===== src/rtl/input_unit_pkg.sv =====
// +----------------------------------------------------------------------------+
// | input_unit_pkg: flit layout, routing directions and route helper for the    |
// | router input unit. INPUT_UNIT_TORUS_EN selects wrap-around routing.         |
// | Revision: 1.0                                                               |
// +----------------------------------------------------------------------------+
`default_nettype none

package input_unit_pkg;

  localparam int FLIT_SIZE = 16;
  localparam int ROUTE_LEN = 3;
  localparam int COORD_LEN = 2;
  localparam int VC_ID_LEN = 3;
  localparam int DIM_SIZE  = 4;
  localparam int VC_NUM    = 4;

  localparam logic [ROUTE_LEN-1:0] DIR_LOCAL = 3'd0;
  localparam logic [ROUTE_LEN-1:0] DIR_XPOS  = 3'd1;
  localparam logic [ROUTE_LEN-1:0] DIR_XNEG  = 3'd2;
  localparam logic [ROUTE_LEN-1:0] DIR_YPOS  = 3'd3;
  localparam logic [ROUTE_LEN-1:0] DIR_YNEG  = 3'd4;
  localparam logic [ROUTE_LEN-1:0] DIR_ZPOS  = 3'd5;
  localparam logic [ROUTE_LEN-1:0] DIR_ZNEG  = 3'd6;

  localparam int HEAD_BIT  = FLIT_SIZE - 1;
  localparam int TAIL_BIT  = FLIT_SIZE - 2;
  localparam int VC_HI     = FLIT_SIZE - 3;
  localparam int VC_LO     = VC_HI - VC_ID_LEN + 1;
  localparam int DSTZ_LO   = VC_LO - COORD_LEN;
  localparam int DSTY_LO   = DSTZ_LO - COORD_LEN;
  localparam int DSTX_LO   = DSTY_LO - COORD_LEN;
  localparam int PAYLOAD_W = DSTX_LO;

  typedef enum logic [1:0] {
    ST_IDLE   = 2'd0,
    ST_ROUTE  = 2'd1,
    ST_ACTIVE = 2'd2
  } vc_state_e;

  function automatic logic [ROUTE_LEN-1:0] dim_dir(
    input logic [COORD_LEN-1:0] cur,
    input logic [COORD_LEN-1:0] dst,
    input logic [ROUTE_LEN-1:0] pos,
    input logic [ROUTE_LEN-1:0] neg
  );
`ifdef INPUT_UNIT_TORUS_EN
    logic [COORD_LEN:0] dim_w;
    logic [COORD_LEN:0] d;
    dim_w = (COORD_LEN+1)'(DIM_SIZE);
    // Forward distance around the ring; the shorter way wins, ties go positive.
    d = ({1'b0, dst} + dim_w - {1'b0, cur}) % dim_w;
    return (d <= (dim_w >> 1)) ? pos : neg;
`else
    return (dst > cur) ? pos : neg;
`endif
  endfunction

  function automatic logic [ROUTE_LEN-1:0] compute_route(
    input logic [COORD_LEN-1:0] cur_x,
    input logic [COORD_LEN-1:0] cur_y,
    input logic [COORD_LEN-1:0] cur_z,
    input logic [COORD_LEN-1:0] dst_x,
    input logic [COORD_LEN-1:0] dst_y,
    input logic [COORD_LEN-1:0] dst_z
  );
    if (dst_x != cur_x) return dim_dir(cur_x, dst_x, DIR_XPOS, DIR_XNEG);
    if (dst_y != cur_y) return dim_dir(cur_y, dst_y, DIR_YPOS, DIR_YNEG);
    if (dst_z != cur_z) return dim_dir(cur_z, dst_z, DIR_ZPOS, DIR_ZNEG);
    return DIR_LOCAL;
  endfunction

endpackage

`default_nettype wire


===== src/rtl/input_unit_vc_fifo.sv =====
// +----------------------------------------------------------------------------+
// | vc_fifo: per-VC flit buffer with show-ahead front output.                   |
// | Revision: 1.0                                                               |
// +----------------------------------------------------------------------------+
`default_nettype none

module vc_fifo #(
  parameter int WIDTH = 16,
  parameter int DEPTH = 4
) (
  input  logic             clk,
  input  logic             rst,
  input  logic             push,
  input  logic             pop,
  input  logic [WIDTH-1:0] din,
  output logic             full,
  output logic             empty,
  output logic [WIDTH-1:0] front
);

  localparam int PTR_W = $clog2(DEPTH);
  localparam int CNT_W = PTR_W + 1;

  logic [WIDTH-1:0] r_mem [DEPTH];
  logic [PTR_W-1:0] r_wr_ptr;
  logic [PTR_W-1:0] r_rd_ptr;
  logic [CNT_W-1:0] r_count;
  logic             w_push_ok;
  logic             w_pop_ok;

  assign full      = (r_count == CNT_W'(DEPTH));
  assign empty     = (r_count == '0);
  assign front     = r_mem[r_rd_ptr];
  // A pop in the same cycle frees the slot a full-FIFO push needs.
  assign w_push_ok = push && (!full || pop);
  assign w_pop_ok  = pop && !empty;

  always_ff @(posedge clk) begin
    if (!rst) begin
      r_wr_ptr <= '0;
      r_rd_ptr <= '0;
      r_count  <= '0;
    end else begin
      if (w_push_ok) r_wr_ptr <= r_wr_ptr + PTR_W'(1);
      if (w_pop_ok)  r_rd_ptr <= r_rd_ptr + PTR_W'(1);
      r_count <= r_count + CNT_W'(w_push_ok) - CNT_W'(w_pop_ok);
    end
  end

  always_ff @(posedge clk) begin
    if (w_push_ok) r_mem[r_wr_ptr] <= din;
  end

endmodule

`default_nettype wire


===== src/rtl/input_unit.sv =====
// +----------------------------------------------------------------------------+
// | input_unit: router input port with per-VC buffering and route latching.     |
// | Define INPUT_UNIT_TORUS_EN for torus routing. Revision: 1.0                 |
// +----------------------------------------------------------------------------+
`default_nettype none

module input_unit
  import input_unit_pkg::*;
#(
  parameter int VC_NUM     = input_unit_pkg::VC_NUM,
  parameter int FIFO_DEPTH = 4
) (
  input  logic                          clk,
  input  logic                          rst,
  input  logic [COORD_LEN-1:0]          cur_x,
  input  logic [COORD_LEN-1:0]          cur_y,
  input  logic [COORD_LEN-1:0]          cur_z,
  input  logic [FLIT_SIZE-1:0]          in_flit,
  input  logic                          in_valid,
  output logic [VC_NUM-1:0]             credit_out,
  output logic [VC_NUM*FLIT_SIZE-1:0]   out_flit,
  output logic [VC_NUM*ROUTE_LEN-1:0]   out_route,
  output logic [VC_NUM-1:0]             out_valid,
  input  logic [VC_NUM-1:0]             out_avail,
  output logic                          err
);

  logic [VC_ID_LEN-1:0] w_vc_id;
  logic                 w_bad_vc;
  logic [VC_NUM-1:0]    w_pop_vec;
  logic [VC_NUM-1:0]    w_vc_err;
  logic [VC_NUM-1:0]    r_credit;
  logic                 r_err;

  assign w_vc_id  = in_flit[VC_HI:VC_LO];
  assign w_bad_vc = in_valid && (int'(w_vc_id) >= VC_NUM);

  for (genvar v = 0; v < VC_NUM; v++) begin : g_vc
    vc_state_e            r_state;
    vc_state_e            w_state_nxt;
    logic [ROUTE_LEN-1:0] r_route;
    logic                 w_push;
    logic                 w_pop;
    logic                 w_drop;
    logic                 w_full;
    logic                 w_empty;
    logic [FLIT_SIZE-1:0] w_front;
    logic [FLIT_SIZE-1:0] w_look;

    assign w_push = in_valid && (w_vc_id == VC_ID_LEN'(v));

    vc_fifo #(
      .WIDTH (FLIT_SIZE),
      .DEPTH (FIFO_DEPTH)
    ) u_fifo (
      .clk   (clk),
      .rst   (rst),
      .push  (w_push),
      .pop   (w_pop),
      .din   (in_flit),
      .full  (w_full),
      .empty (w_empty),
      .front (w_front)
    );

    // An idle VC inspects the arriving flit directly so a head reaches ROUTE
    // in the cycle it is buffered, giving the two-cycle head latency.
    assign w_look = w_empty ? in_flit : w_front;

    always_comb begin
      w_state_nxt = r_state;
      w_pop       = 1'b0;
      w_drop      = 1'b0;
      unique case (r_state)
        ST_IDLE: begin
          if (!w_empty && !w_front[HEAD_BIT]) begin
            w_pop  = 1'b1;
            w_drop = 1'b1;
          end else if ((!w_empty || w_push) && w_look[HEAD_BIT]) begin
            w_state_nxt = ST_ROUTE;
          end
        end
        ST_ROUTE: w_state_nxt = ST_ACTIVE;
        ST_ACTIVE: begin
          if (!w_empty && out_avail[v]) begin
            w_pop = 1'b1;
            if (w_front[TAIL_BIT]) w_state_nxt = ST_IDLE;
          end
        end
        default: w_state_nxt = ST_IDLE;
      endcase
    end

    always_ff @(posedge clk) begin
      if (!rst) begin
        r_state <= ST_IDLE;
        r_route <= '0;
      end else begin
        r_state <= w_state_nxt;
        if (r_state == ST_ROUTE) begin
          r_route <= compute_route(cur_x, cur_y, cur_z,
                                   w_front[DSTX_LO +: COORD_LEN],
                                   w_front[DSTY_LO +: COORD_LEN],
                                   w_front[DSTZ_LO +: COORD_LEN]);
        end
      end
    end

    assign w_vc_err[v]  = w_drop || (w_push && w_full && !w_pop);
    assign w_pop_vec[v] = w_pop;
    assign out_valid[v] = (r_state == ST_ACTIVE) && !w_empty;
    assign out_flit[v*FLIT_SIZE +: FLIT_SIZE]  = w_front;
    assign out_route[v*ROUTE_LEN +: ROUTE_LEN] = r_route;
  end

  always_ff @(posedge clk) begin
    if (!rst) begin
      r_credit <= '0;
      r_err    <= 1'b0;
    end else begin
      r_credit <= w_pop_vec;
      r_err    <= r_err || w_bad_vc || (|w_vc_err);
    end
  end

  assign credit_out = r_credit;
  assign err        = r_err;

endmodule

`default_nettype wire


===== config.mk =====
export PLATFORM = sky130hd
export DESIGN_NAME = input_unit
export DESIGN_NICKNAME = d
export VERILOG_FILES = /design/src/rtl/input_unit_pkg.sv /design/src/rtl/input_unit_vc_fifo.sv /design/src/rtl/input_unit.sv
export SDC_FILE = /design/constraint.sdc
export NUM_CORES = 1
export LEC_CHECK = 0
export BUFFER_PORTS_ARGS = -buffer_cell sky130_fd_sc_hd__buf_2
export CORE_UTILIZATION = 44
export CTS_CLUSTER_SIZE = 16
export DETAILED_ROUTE_END_ITERATION = 10
export HOLD_SLACK_MARGIN = 0.06
export PLACE_DENSITY = 0.61
export REMOVE_ABC_BUFFERS = 1
export SLEW_MARGIN = 25
export SYNTH_ARGS = -nofsm -noshare
export SYNTH_HDL_FRONTEND = slang
export SYNTH_SLANG_ARGS = --single-unit

===== constraint.sdc =====
create_clock -name clk -period 7.3 [get_ports clk]
set_clock_uncertainty 0.05 [all_clocks]
set_input_delay 0 -clock clk [delete_from_list [all_inputs] [get_ports clk]]
set_output_delay 0 -clock clk [all_outputs]
set_load 0.02 [all_outputs]

* Yosys cells after proc, flatten, opt, wreduce, memory -nomap -nowiden *
Memories as Yosys holds them, arrays and structs flattened. A register that Yosys moved wholly into a read port is not among the register bits.
Cells that the tools add are included.

word-level totals
  output and inout port bits = 85
  memory bits (writable) = 256
  memories kept = 4
  latch bits = 0
  flip-flop bits (word level) = 53
  bits in read-only memories = 0
  word-level logic and storage cells = 319
  input port bits = 29

cells by class
  bitwise gates (word level) = 0
  shift operators = 0
  muxes and demuxes = 140
  div/mod/pow operators = 0
  equality and inequality tests = 43
  add/sub/neg operators = 16
  reductions and logical operators = 81
  magnitude comparators = 13
  multiply operators = 0

memory list
  name                  depth  width  read ports  clocked after Yosys merged registers in  write ports  RTL line                  RTL
  g_vc[0].u_fifo.r_mem  4      16     1           1                                        1            input_unit_vc_fifo.sv:24  logic [WIDTH-1:0] r_mem [DEPTH];
  g_vc[1].u_fifo.r_mem  4      16     1           1                                        1            input_unit_vc_fifo.sv:24
  g_vc[2].u_fifo.r_mem  4      16     1           1                                        1            input_unit_vc_fifo.sv:24
  g_vc[3].u_fifo.r_mem  4      16     1           1                                        1            input_unit_vc_fifo.sv:24

operators by type and width
  kind                   number
  $mux W3                28
  $mux W1                68
  $mux W16               4
  $mux W2                32
  $logic_and A1 B1 Y1    37
  $ne A2 B2 Y1 const B   16
  $gt A2 B2 Y1           12
  $ne A2 B2 Y1           12
  $pmux W2 S3            4
  $add A2 B1 Y2 const B  8
  $logic_not A1 Y1       16
  $reduce_and A4 Y1      4
  $logic_not A3 Y1       5
  $logic_or A1 B1 Y1     14
  $add A3 B1 Y3          4
  $eq A3 B3 Y1 const B   4
  $sub A3 B1 Y3          4
  $eq A2 B1 Y1 const B   4
  $eq A2 B2 Y1 const B   4
  $logic_not A2 Y1       4
  $pmux W1 S2            4
  $eq A3 B2 Y1 const B   2
  $reduce_or A4 Y1       1
  $eq A3 B1 Y1 const B   1
  $ge A3 B3 Y1 const B   1

* Longest topological paths before layout *
Gate-level depths: netlist of the first run.

  word-level depth = 14
  depth in mapped cells = 12
  depth with buffers taken out = 11

* Cells and area by module *
From an unflattened synthesis of the first run, not the netlist that was laid out.

second synthesis, totals
  cell total of the unflattened synthesis = 774
  area total of the unflattened synthesis = 13120.1 um2

modules (own cells, without submodules)
  module                        area each (um2)  sequential area each (um2)  instances  cells each
  vc_fifo (g_vc[0].u_fifo ...)  2801.4           2102.0                      3          135
  vc_fifo (g_vc[3].u_fifo)      2806.4           2102.0                      1          134
  input_unit                    1909.3           500.5                       1          235

* Least setup slack after synthesis of the first run *
No wires, ideal clock.

  path kind = flip-flop to flip-flop
  from = register (tool-made name)
  to = register g_vc[3].u_fifo.r_count[2]
  data arrival time = 2.845 ns
  stages on the path, launching flop included = 13
  slack = 4.277 ns
  library setup time = 0.128 ns
  data required time = 7.122 ns
  clock period less this slack = 3.023 ns
  path buffers = 1
  cell sequence = dfxtp_1 -> buf_6 -> mux4_2 -> a2111o_1 -> inv_1 -> ha_1 -> inv_1 -> ha_1 -> inv_1 -> fa_1 -> xor2_1 -> xnor2_1 -> nor2_1

RTL lines
  element               RTL line                  RTL
  to (signal assigned)  input_unit_vc_fifo.sv:46  r_count <= r_count + CNT_W'(w_push_ok) - CNT_W'(w_pop_ok);
  to (decl)             input_unit_vc_fifo.sv:27  logic [CNT_W-1:0] r_count;

==> results of run 1 <==
## worst paths after layout
path,to,slack [ps],depth (start not counted)
worst min-delay path,g_vc[1].r_route[0]$_SDFFE_PN0N_,120,5
worst min register to register,g_vc[0].r_route[2]$_SDFFE_PN0N_,410,2
worst max-delay path,g_vc[3].u_fifo.r_count[2]$_SDFF_PN0_,3870,11
worst max register to register,g_vc[3].u_fifo.r_count[2]$_SDFF_PN0_,3870,11
## power groups by stage
stage                     registers, uW  logic [uW]  clock network (uW)
after global placement             2250        1270                   0
after detailed placement           2250        1280                   0
after CTS                          2220        1290                1650
final                              2210        1280                1610
after floorplan                    2250         886                   0
after global routing               2240        1410                1720
## synthesized netlist by cell type, types with 6 or more instances
cell type | n | area, um^2
clkbuf_1 | 13 | 48.8
nor3b_1 | 7 | 52.6
and2_1 | 29 | 181
xor2_1 | 6 | 52.6
nor2b_1 | 12 | 75.1
nor3_1 | 9 | 45.0
nor4_1 | 6 | 37.5
nand2_1 | 34 | 128
inv_1 | 54 | 203
mux4_2 | 60 | 1350
edfxtp_1 | 256 | 7690
nor2_1 | 39 | 146
o21ai_0 | 20 | 100
dfxtp_1 | 61 | 1220
a21oi_1 | 26 | 130
xnor2_1 | 14 | 123
nand3_1 | 7 | 35.0
ha_1 | 48 | 601
## cells by family after synthesis
family	synth area share
DFF	0.694
and+or+nand+nor	0.0589
buffers and inverters	0.0240
AOI/OAI and AO/OA	0.0400
muxes	0.117
adders and majority gates	0.0530
xor gates and xnor gates	0.0136
## metal layers
metal	vias up	global-route usage	part of all wire
met2	203	0.282	0.46
met1	3322	0.262	0.46
met5	-	0	0
li1	3179	-	-
met4	0	0.0505	0.022
met3	43	0.0295	0.055
## flip-flops by register name, summed over array words and instances, names as in the netlist, named ones only
signal / cells
g_vc.u_fifo.r_mem: 256
g_vc.r_route: 12
g_vc.u_fifo.r_count: 12
g_vc.r_state: 8
g_vc.u_fifo.r_rd_ptr: 8
g_vc.u_fifo.r_wr_ptr: 8
credit_out: 4
err: 1
## worst max-delay path, cell delays in order (launching register included)
cell and delay, ps:
dfxtp_1 860, mux4_2 470, a2111o_1 510, inv_1 140, ha_1 240, inv_1 60
ha_1 150, inv_1 50, fa_1 400, xor2_1 170, xnor2_1 140, nor2_1 50
## stage by stage
stage / worst slack, ps / utilization / total power (uW)
3_5_place_dp: 3830 / 0.481 / 3530
2_1_floorplan: 3740 / - / 3140
5_1_grt: 3610 / 0.525 / 5360
3_3_place_gp: 3520 / 0.481 / 3520
6_report: 3870 / 0.525 / 5100
4_1_cts: 3790 / 0.525 / 5160
## layout by cell type, fill, tap and decap left out, drive strengths merged, types with 12 or more instances in the layout
| cell | instances |
|---|---|
| mux4 | 64 |
| buf | 115 |
| nor2b | 12 |
| and2 | 29 |
| a21oi | 27 |
| o21ai | 22 |
| clkbuf | 35 |
| nand2 | 34 |
| dfxtp | 61 |
| ha | 48 |
| xnor2 | 14 |
| edfxtp | 256 |
| inv | 56 |
| dlygate4sd3 | 23 |
| nor2 | 39 |
## area by class of cell
type,instances,area share
Sequential cell,317,0.591
Multi-Input combinational cell,362,0.240
Timing Repair Buffer,138,0.0538
Clock buffer,35,0.0525
Tap cell,384,0.0319
Clock inverter,21,0.0164
Inverter,55,0.0137
==> run metrics, run 1 <==
global-route wire length before repair 40700 um; die height 173 um; Clk pwr share 0.315; Layout area overhead 17.4%; cell-internal power 3580 uW; Clock Latency Late Sink 550 ps; number of flops mapped to enable cells by yosys 256; die area 29900 um^2; Longest Clk Path Bufs 3; Psw 1520 uW; CTS sink cnt 317; RSZ-0062 raised after global routing no; max-cap viol count 0; All-Layer GR Usage 0.180; Hold Vio Cnt, Final 0; drc violations 0; layout cells sized above 1 0.252; Final min period 3430 ps; total core area 28700 um^2; ys async rst share 0; worst hold path type in2reg; Detailed Route Iter0 Violations 676; sw frac 0.298; post-route cell area 15100 um^2; Worst-path clk slew 70 ps; fin cells 1312; outcome completed; vias in the first global route 6773; maximum clock rate 292 MHz; Final HPWL DP 17600 um; wire per inst 20.2 um; fin nets 985; row cnt 62; pwr dens 338 nW/um^2; Post-CTS Hold Buffers 23; Logic pwr share 0.251; syn_area_per_cell 17.0 um^2; critical path data required time 7670 ps; DRT Wirelength 26500 um; Multi-input gate area 3620 um^2; number of routed nets with antenna violations 0; CTS tree done; post_cts resized 0; Main synth FF type edfxtp_1; leak pwr 0.00531 uW; CTS root buf clkbuf_16; htree depth 1; Max Slew Vio Count 0; GPL Wtd Cong 0.817; vias per inst 5.14; gr ovfl total 0; fraction of the yosys area taken by sequential cells 0.694; placed cell count 1233; starting density of the core 0.447; Synth Warn # 0; Register Area 8910 um^2; Crit. End Element flip-flop; die width 173 um; Num CTS Buffers 30; Cell Area, Placed 13800 um^2; arrival time worst endpoint 3800 ps; peak supply drop 0.140 mV; Filler cells 2387; Distinct cells, synth 45; Post-CTS Setup Bufs 0; final setup vio count 0; type of the worst setup path reg2reg; final worst-path cycle share 0.469; synthesized area 12800 um^2; minimum hold slack 124 ps; Worst Tran Pin Value 910 ps; initial antenna violation count 0; drt pass-1 iters 8; largest net degree at the start of global routing 43; #FFs+latches synth 317; Worst Min Path Start cur_x[0]; via count 6747; crit path launch type flip-flop; Port-buffer cells 113; synthesized instance count 755; Worst slew margin 0.393; Flop pwr share 0.434; CP Max Fanout 16; setup_tns 0 ps; Inserted Diodes 0; I/O Pins 114
(Power assumes the default switching activity.)
==> inputs of run 2 (changes only) <==
- PLACE_DENSITY: 0.61 -> 0.63
- clock period: 7.3 -> 2.92 ns (I/O delays scaled with it)
==> run 2 against run 1 <==
Net effect:
- worst hold slack improved by 29 ps
- highest routed layer unchanged
- critical path type unchanged
- sequential share of layout area decreased by 1.6 points
- maximum frequency increased by 24%
==> run metrics, run 2 (synthesis gave the netlist of run 1 again) <==
die width 173 um (unchanged); I/O Pins 114 (unchanged); total core area 28700 um^2 (unchanged); largest net degree at the start of global routing 34 (was 43); vias per inst 5.15 (was 5.14); Logic pwr share 0.273 (was 0.251); starting density of the core 0.447 (unchanged); Inserted Diodes 0 (unchanged); hold endpoint g_vc[1].r_route[0]$_SDFFE_PN0N_ (unchanged); Hold Path Depth 5 (unchanged); initial antenna violation count 0 (unchanged); Worst Tran Pin Value 522 ps (was 910 ps); crit path launch type flip-flop (unchanged); Multi-input gate area 3620 um^2 (unchanged); drt pass-1 iters 5 (was 8); Worst slew margin 0.649 (was 0.393); leak pwr 0.00555 uW (was 0.00531 uW); drc violations 0 (unchanged); peak supply drop 0.387 mV (was 0.140 mV); arrival time worst endpoint 3110 ps (was 3800 ps); Worst Setup Slack, final 153 ps (was 3870 ps); vias in the first global route 7195 (was 6773); die area 29900 um^2 (unchanged); Clock Latency Late Sink 520 ps (was 550 ps); All-Layer GR Usage 0.186 (was 0.180); Psw 3900 uW (was 1520 uW); layout cells sized above 1 0.273 (was 0.252); outcome completed (unchanged); global-route wire length before repair 42000 um (was 40700 um); final setup vio count 0 (unchanged); GPL Wtd Cong 0.817 (about the same); Max Slew Vio Count 0 (unchanged); most common cell after layout, fill and taps aside edfxtp_1 (unchanged); Hold Vio Cnt, Final 0 (unchanged); fin nets 1027 (was 985); sw frac 0.299 (was 0.298); CP Max Fanout 2 (was 16); Filler cells 2337 (was 2387); cell-internal power 9140 uW (was 3580 uW); wire per inst 20.0 um (was 20.2 um); DRT Wirelength 27000 um (was 26500 um); row cnt 62 (unchanged); Layout area overhead 20.6% (was 17.4%); pwr dens 843 nW/um^2 (was 338 nW/um^2); Worst Min Path Start cur_x[0] (unchanged); die height 173 um (unchanged); Detailed Route Iter0 Violations 452 (was 676); minimum hold slack 153 ps (was 124 ps); RSZ-0062 raised after global routing no (unchanged); type of the worst setup path reg2reg (unchanged); Crit. End Element flip-flop (unchanged); number of routed nets with antenna violations 0 (unchanged); Flop pwr share 0.409 (was 0.434); Setup Slack @ Placement 91.6 ps (was 3830 ps); commonest cells after routing, fill and taps aside edfxtp_1 (256), buf_2 (113), mux4_2 (60), dfxtp_1 (60), inv_1 (54) (was edfxtp_1 (256), buf_2 (113), mux4_2 (60)); CTS root buf clkbuf_16 (unchanged); max FFs per register 256 (unchanged); max-cap viol count 0 (unchanged); Final HPWL DP 18000 um (was 17600 um); Most flops, register g_vc.u_fifo.r_mem (unchanged); via count 6963 (was 6747); Final min period 2770 ps (was 3430 ps); reg2reg path depth 11 (unchanged); fin cells 1352 (was 1312); Register Area 8910 um^2 (about the same); top flop regs g_vc.u_fifo.r_mem: 256 flops, g_vc.r_route: 12 flops, g_vc.u_fifo.r_count: 12 flops (unchanged); Reg-to-Reg End g_vc[3].u_fifo.r_count[2]$_SDFF_PN0_ (unchanged); Util after Layout 0.539 (was 0.525); Worst-path clk slew 60 ps (was 70 ps); placed cell count 1268 (was 1233); gr ovfl total 0 (unchanged); r2r setup slk 150 ps (was 3870 ps); htree depth 2 (was 1); CTS tree done (unchanged); final worst-path cycle share 0.948 (was 0.469); Port-buffer cells 113 (unchanged); Longest Clk Path Bufs 3 (unchanged); Clk pwr share 0.318 (was 0.315); maximum clock rate 361 MHz (was 292 MHz); CTS sink cnt 317 (unchanged); worst hold path type in2reg (unchanged); setup_tns 0 ps (unchanged); critical path data required time 3260 ps (was 7670 ps); Num CTS Buffers 34 (was 30)
[run 2: cell count changes in the layout (fill, tap and decap cells not counted), moves of 3 or more]
| cell | change |
|---|---|
| buf_4 | +31 |
| buf_12 | +7 |
| clkinv_2 | -5 |
| clkbuf_1 | +4 |
| clkinv_1 | +4 |
| clkbuf_16 | +3 |
| clkinvlp_4 | -3 |
[run 2: power groups by stage]
stage | Combinational, uW | Clock, uW | Sequential (uW)
detailed placement | 3560 | 0 | 5420
floorplan | 2220 | 0 | 5630
global route | 3950 | 4420 | 5360
CTS | 3610 | 4240 | 5330
finish | 3570 | 4150 | 5330
global placement | 3520 | 0 | 5420
[run 2: worst max-delay path, cell delays in order (launching register included)]
cell and delay [ps]:
dfxtp_2 340, mux4_2 510, a2111o_1 450, inv_1 90, ha_1 230, inv_1 60, ha_1 130, inv_1 50
fa_1 400, xor2_1 160, xnor2_1 130, nor2_1 50
[run 2: stage by stage]
| step | power (uW) | instance area [um^2] |
|---|---|---|
| finish | 13000 | 15500 |
| global route | 13700 | 15500 |
| CTS | 13200 | 15500 |
| detailed placement | 8980 | 14100 |
| global placement | 8930 | 14100 |
| floorplan | 7850 | 12700 |
[run 2: cell type report]
| class | instances | area share |
|---|---|---|
| clock buffers | 42 | 0.0569 |
| clock inverters | 16 | 0.0129 |
| inverters | 55 | 0.0133 |
| multi-input cells | 362 | 0.234 |
| flip-flops and latches | 317 | 0.576 |
| well taps | 384 | 0.0310 |
| repair buffers | 176 | 0.0765 |
[run 2: how the worst max path moves through the flow]
stage,cells after the start,startpoint,end,slack (ps)
3_3_place_gp,11,flip-flop,g_vc[3].u_fifo.r_count[2]$_SDFF_PN0_,140
6_report,11,flip-flop,g_vc[3].u_fifo.r_count[2]$_SDFF_PN0_,150
2_1_floorplan,11,flip-flop,g_vc[3].u_fifo.r_count[2]$_SDFF_PN0_,-640
4_1_cts,11,flip-flop,g_vc[3].u_fifo.r_count[2]$_SDFF_PN0_,70
5_1_grt,11,g_vc[3].u_fifo.r_mem[3][15]$_DFFE_PP_,g_vc[3].u_fifo.r_count[2]$_SDFF_PN0_,20
3_5_place_dp,10,flip-flop,g_vc[0].u_fifo.r_count[2]$_SDFF_PN0_,90
[run 2: routing by layer]
metal  vias up  share of wire  wire [um]  global-route usage
met3        45          0.055       1480              0.0372
li1       3258              -          -                   -
met5         -              0          0                   0
met2       188           0.49      13400               0.309
met4         0          0.027        717              0.0605
met1      3472           0.42      11500               0.246
[run 2: repair_timing]
item                                    CTS  global route
endpoints found under the setup margin    0             2
hold buffers                             23             0
setup buffers                             0             3
hold endpoints to repair                287             0
resized for setup                         0             1
==> inputs of run 3 (changes only) <==
- MAX_ROUTING_LAYER: default -> met4
==> run 3 against run 2 <==
Net effect:
- sequential cell count did not move
- sequential share of layout area unchanged
- non-clock buffer count is the same
- global-route usage up 0.58 points
- routed wire length fell by 0.19%
- maximum frequency decreased by 0.10%
- worst setup slack worse by 2.9 ps
- register-to-register slack about the same
==> run metrics, run 3 (synthesis gave the netlist of run 1 again) <==
outcome completed (unchanged); DRT Wirelength 27000 um (about the same); worst hold path type in2reg (unchanged); die height 173 um (unchanged); Detailed Route Iter0 Violations 515 (was 452); CTS tree done (unchanged); Final min period 2770 ps (about the same); arrival time worst endpoint 3110 ps (about the same); final worst-path cycle share 0.949 (was 0.948); Register Area 8910 um^2 (unchanged); Cell Area, Placed 14100 um^2 (unchanged); drc violations 0 (unchanged); vias per inst 5.15 (about the same); max-cap viol count 0 (unchanged); type of the worst setup path reg2reg (unchanged); initial antenna violation count 0 (unchanged); final setup vio count 0 (unchanged); Layout area overhead 20.6% (unchanged); GPL Wtd Cong 0.829 (was 0.817); Worst slew margin 0.624 (was 0.649); total core area 28700 um^2 (unchanged); fin cells 1352 (unchanged); minimum hold slack 156 ps (was 153 ps); die area 29900 um^2 (unchanged); reg2reg path depth 11 (unchanged); fin nets 1027 (unchanged); CP max stage delay 510 ps (about the same); CTS sink cnt 317 (unchanged); layout cells sized above 1 0.273 (unchanged); Num CTS Buffers 34 (unchanged); peak supply drop 0.390 mV (was 0.387 mV); Crit. End Element flip-flop (unchanged); Filler cells 2337 (unchanged); Worst Min Path Start cur_x[0] (unchanged); global-route wire length before repair 41900 um (was 42000 um); total power 13100 uW (was 13000 uW); Worst-path clk slew 60 ps (about the same); worst-path cell chain mux4_2 > a2111o_1 > inv_1 > ha_1 > inv_1 > ha_1 > inv_1 > fa_1 > xor2_1 > xnor2_1 > nor2_1 (unchanged); Longest Clk Path Bufs 3 (unchanged); Most flops, register g_vc.u_fifo.r_mem (unchanged); hold endpoint g_vc[1].r_route[0]$_SDFFE_PN0N_ (unchanged); I/O Pins 114 (unchanged); htree depth 2 (unchanged); largest net degree at the start of global routing 34 (unchanged); Hold Vio Cnt, Final 0 (unchanged); commonest cells after routing, fill and taps aside edfxtp_1 (256), buf_2 (113), mux4_2 (60), dfxtp_1 (60), inv_1 (54) (unchanged); wire per inst 19.9 um (was 20.0 um); Final HPWL DP 18000 um (unchanged); Max Slew Vio Count 0 (unchanged); post-route cell area 15500 um^2 (unchanged); top flop regs g_vc.u_fifo.r_mem: 256 flops, g_vc.r_route: 12 flops, g_vc.u_fifo.r_count: 12 flops (unchanged); leak pwr 0.00555 uW (unchanged); maximum clock rate 361 MHz (about the same); Inserted Diodes 0 (unchanged); die width 173 um (unchanged); drt pass-1 iters 5 (unchanged); Clock Latency Late Sink 520 ps (about the same); Port-buffer cells 113 (unchanged); number of routed nets with antenna violations 0 (unchanged); CTS root buf clkbuf_16 (unchanged); setup_tns 0 ps (unchanged); gr ovfl total 0 (unchanged); Hold Path Depth 5 (unchanged); starting density of the core 0.447 (unchanged); row cnt 62 (unchanged); placed cell count 1268 (unchanged); CP dominant cell by count inv_1 (unchanged); RSZ-0062 raised after global routing no (unchanged); r2r setup slk 150 ps (about the same); pwr dens 843 nW/um^2 (about the same); vias in the first global route 7209 (was 7195); most common cell after layout, fill and taps aside edfxtp_1 (unchanged); All-Layer GR Usage 0.192 (was 0.186); via count 6969 (was 6963); Worst Tran Pin Value 560 ps (was 522 ps); Reg-to-Reg End g_vc[3].u_fifo.r_count[2]$_SDFF_PN0_ (unchanged); max FFs per register 256 (unchanged); Multi-input gate area 3620 um^2 (unchanged); crit path launch type flip-flop (unchanged); critical path data required time 3260 ps (about the same); CP Max Fanout 2 (unchanged); critical path's slowest cell mux4_2 (unchanged)
## run 3: cell counts in the layout (fill, tap and decap cells not counted)
Identical to the previous run, type by type.
## run 3: how the worst max path moves through the flow
stage | to | slack (ps) | cells after the start
floorplan | g_vc[3].u_fifo.r_count[2]$_SDFF_PN0_ | -640 | 11
global placement | g_vc[3].u_fifo.r_count[2]$_SDFF_PN0_ | 140 | 11
detailed placement | g_vc[0].u_fifo.r_count[2]$_SDFF_PN0_ | 90 | 10
CTS | g_vc[3].u_fifo.r_count[2]$_SDFF_PN0_ | 70 | 11
global route | g_vc[3].u_fifo.r_count[2]$_SDFF_PN0_ | 20 | 11
finish | g_vc[3].u_fifo.r_count[2]$_SDFF_PN0_ | 150 | 11
## run 3: metrics by stage
step / util / setup slack, ps
6_report: 0.539 / 150
2_1_floorplan: - / -644
3_3_place_gp: 0.493 / 140
5_1_grt: 0.539 / 18.4
3_5_place_dp: 0.493 / 91.6
4_1_cts: 0.539 / 73.0
## run 3: worst max-delay path, delay by kind of cell, from the launching register on
kind / cells / cell delay (ps)
AO/OA/AOI/OAI: 1 / 450
XOR/XNOR: 2 / 290
adder cells (fa/ha/maj): 3 / 760
buffers and inverters: 3 / 200
flip-flops: 1 / 340
multiplexers: 1 / 510
AND/OR/NAND/NOR: 1 / 50
## run 3: final cells by class
type / instances / area share
repair buffers: 176 / 0.0765
flip-flops and latches: 317 / 0.576
clock inverters: 16 / 0.0129
clock buffers: 42 / 0.0569
inverters: 55 / 0.0133
multi-input cells: 362 / 0.234
well taps: 384 / 0.0310
## run 3: layer usage
metal	vias to the layer above	wire length, um	GRT usage
met3	46	1430	0.0358
met4	0	705	0.0605
met1	3487	11400	0.247
met2	175	13400	0.309
met5	-	0	-
li1	3261	-	-
## run 3: power by group
| group | total, uW | internal [uW] | switching, uW |
|---|---|---|---|
| clock | 4150 | 2440 | 1710 |
| sequential | 5330 | 5140 | 194 |
| combinational | 3570 | 1570 | 2000 |
## run 3: timing repair
item | 4_1_cts | 5_1_grt
resized for setup | 0 | 1
hold buffers | 23 | 0
setup buffers | 0 | 3
hold endpoints to repair | 287 | 0
endpoints found under the setup margin | 0 | 2
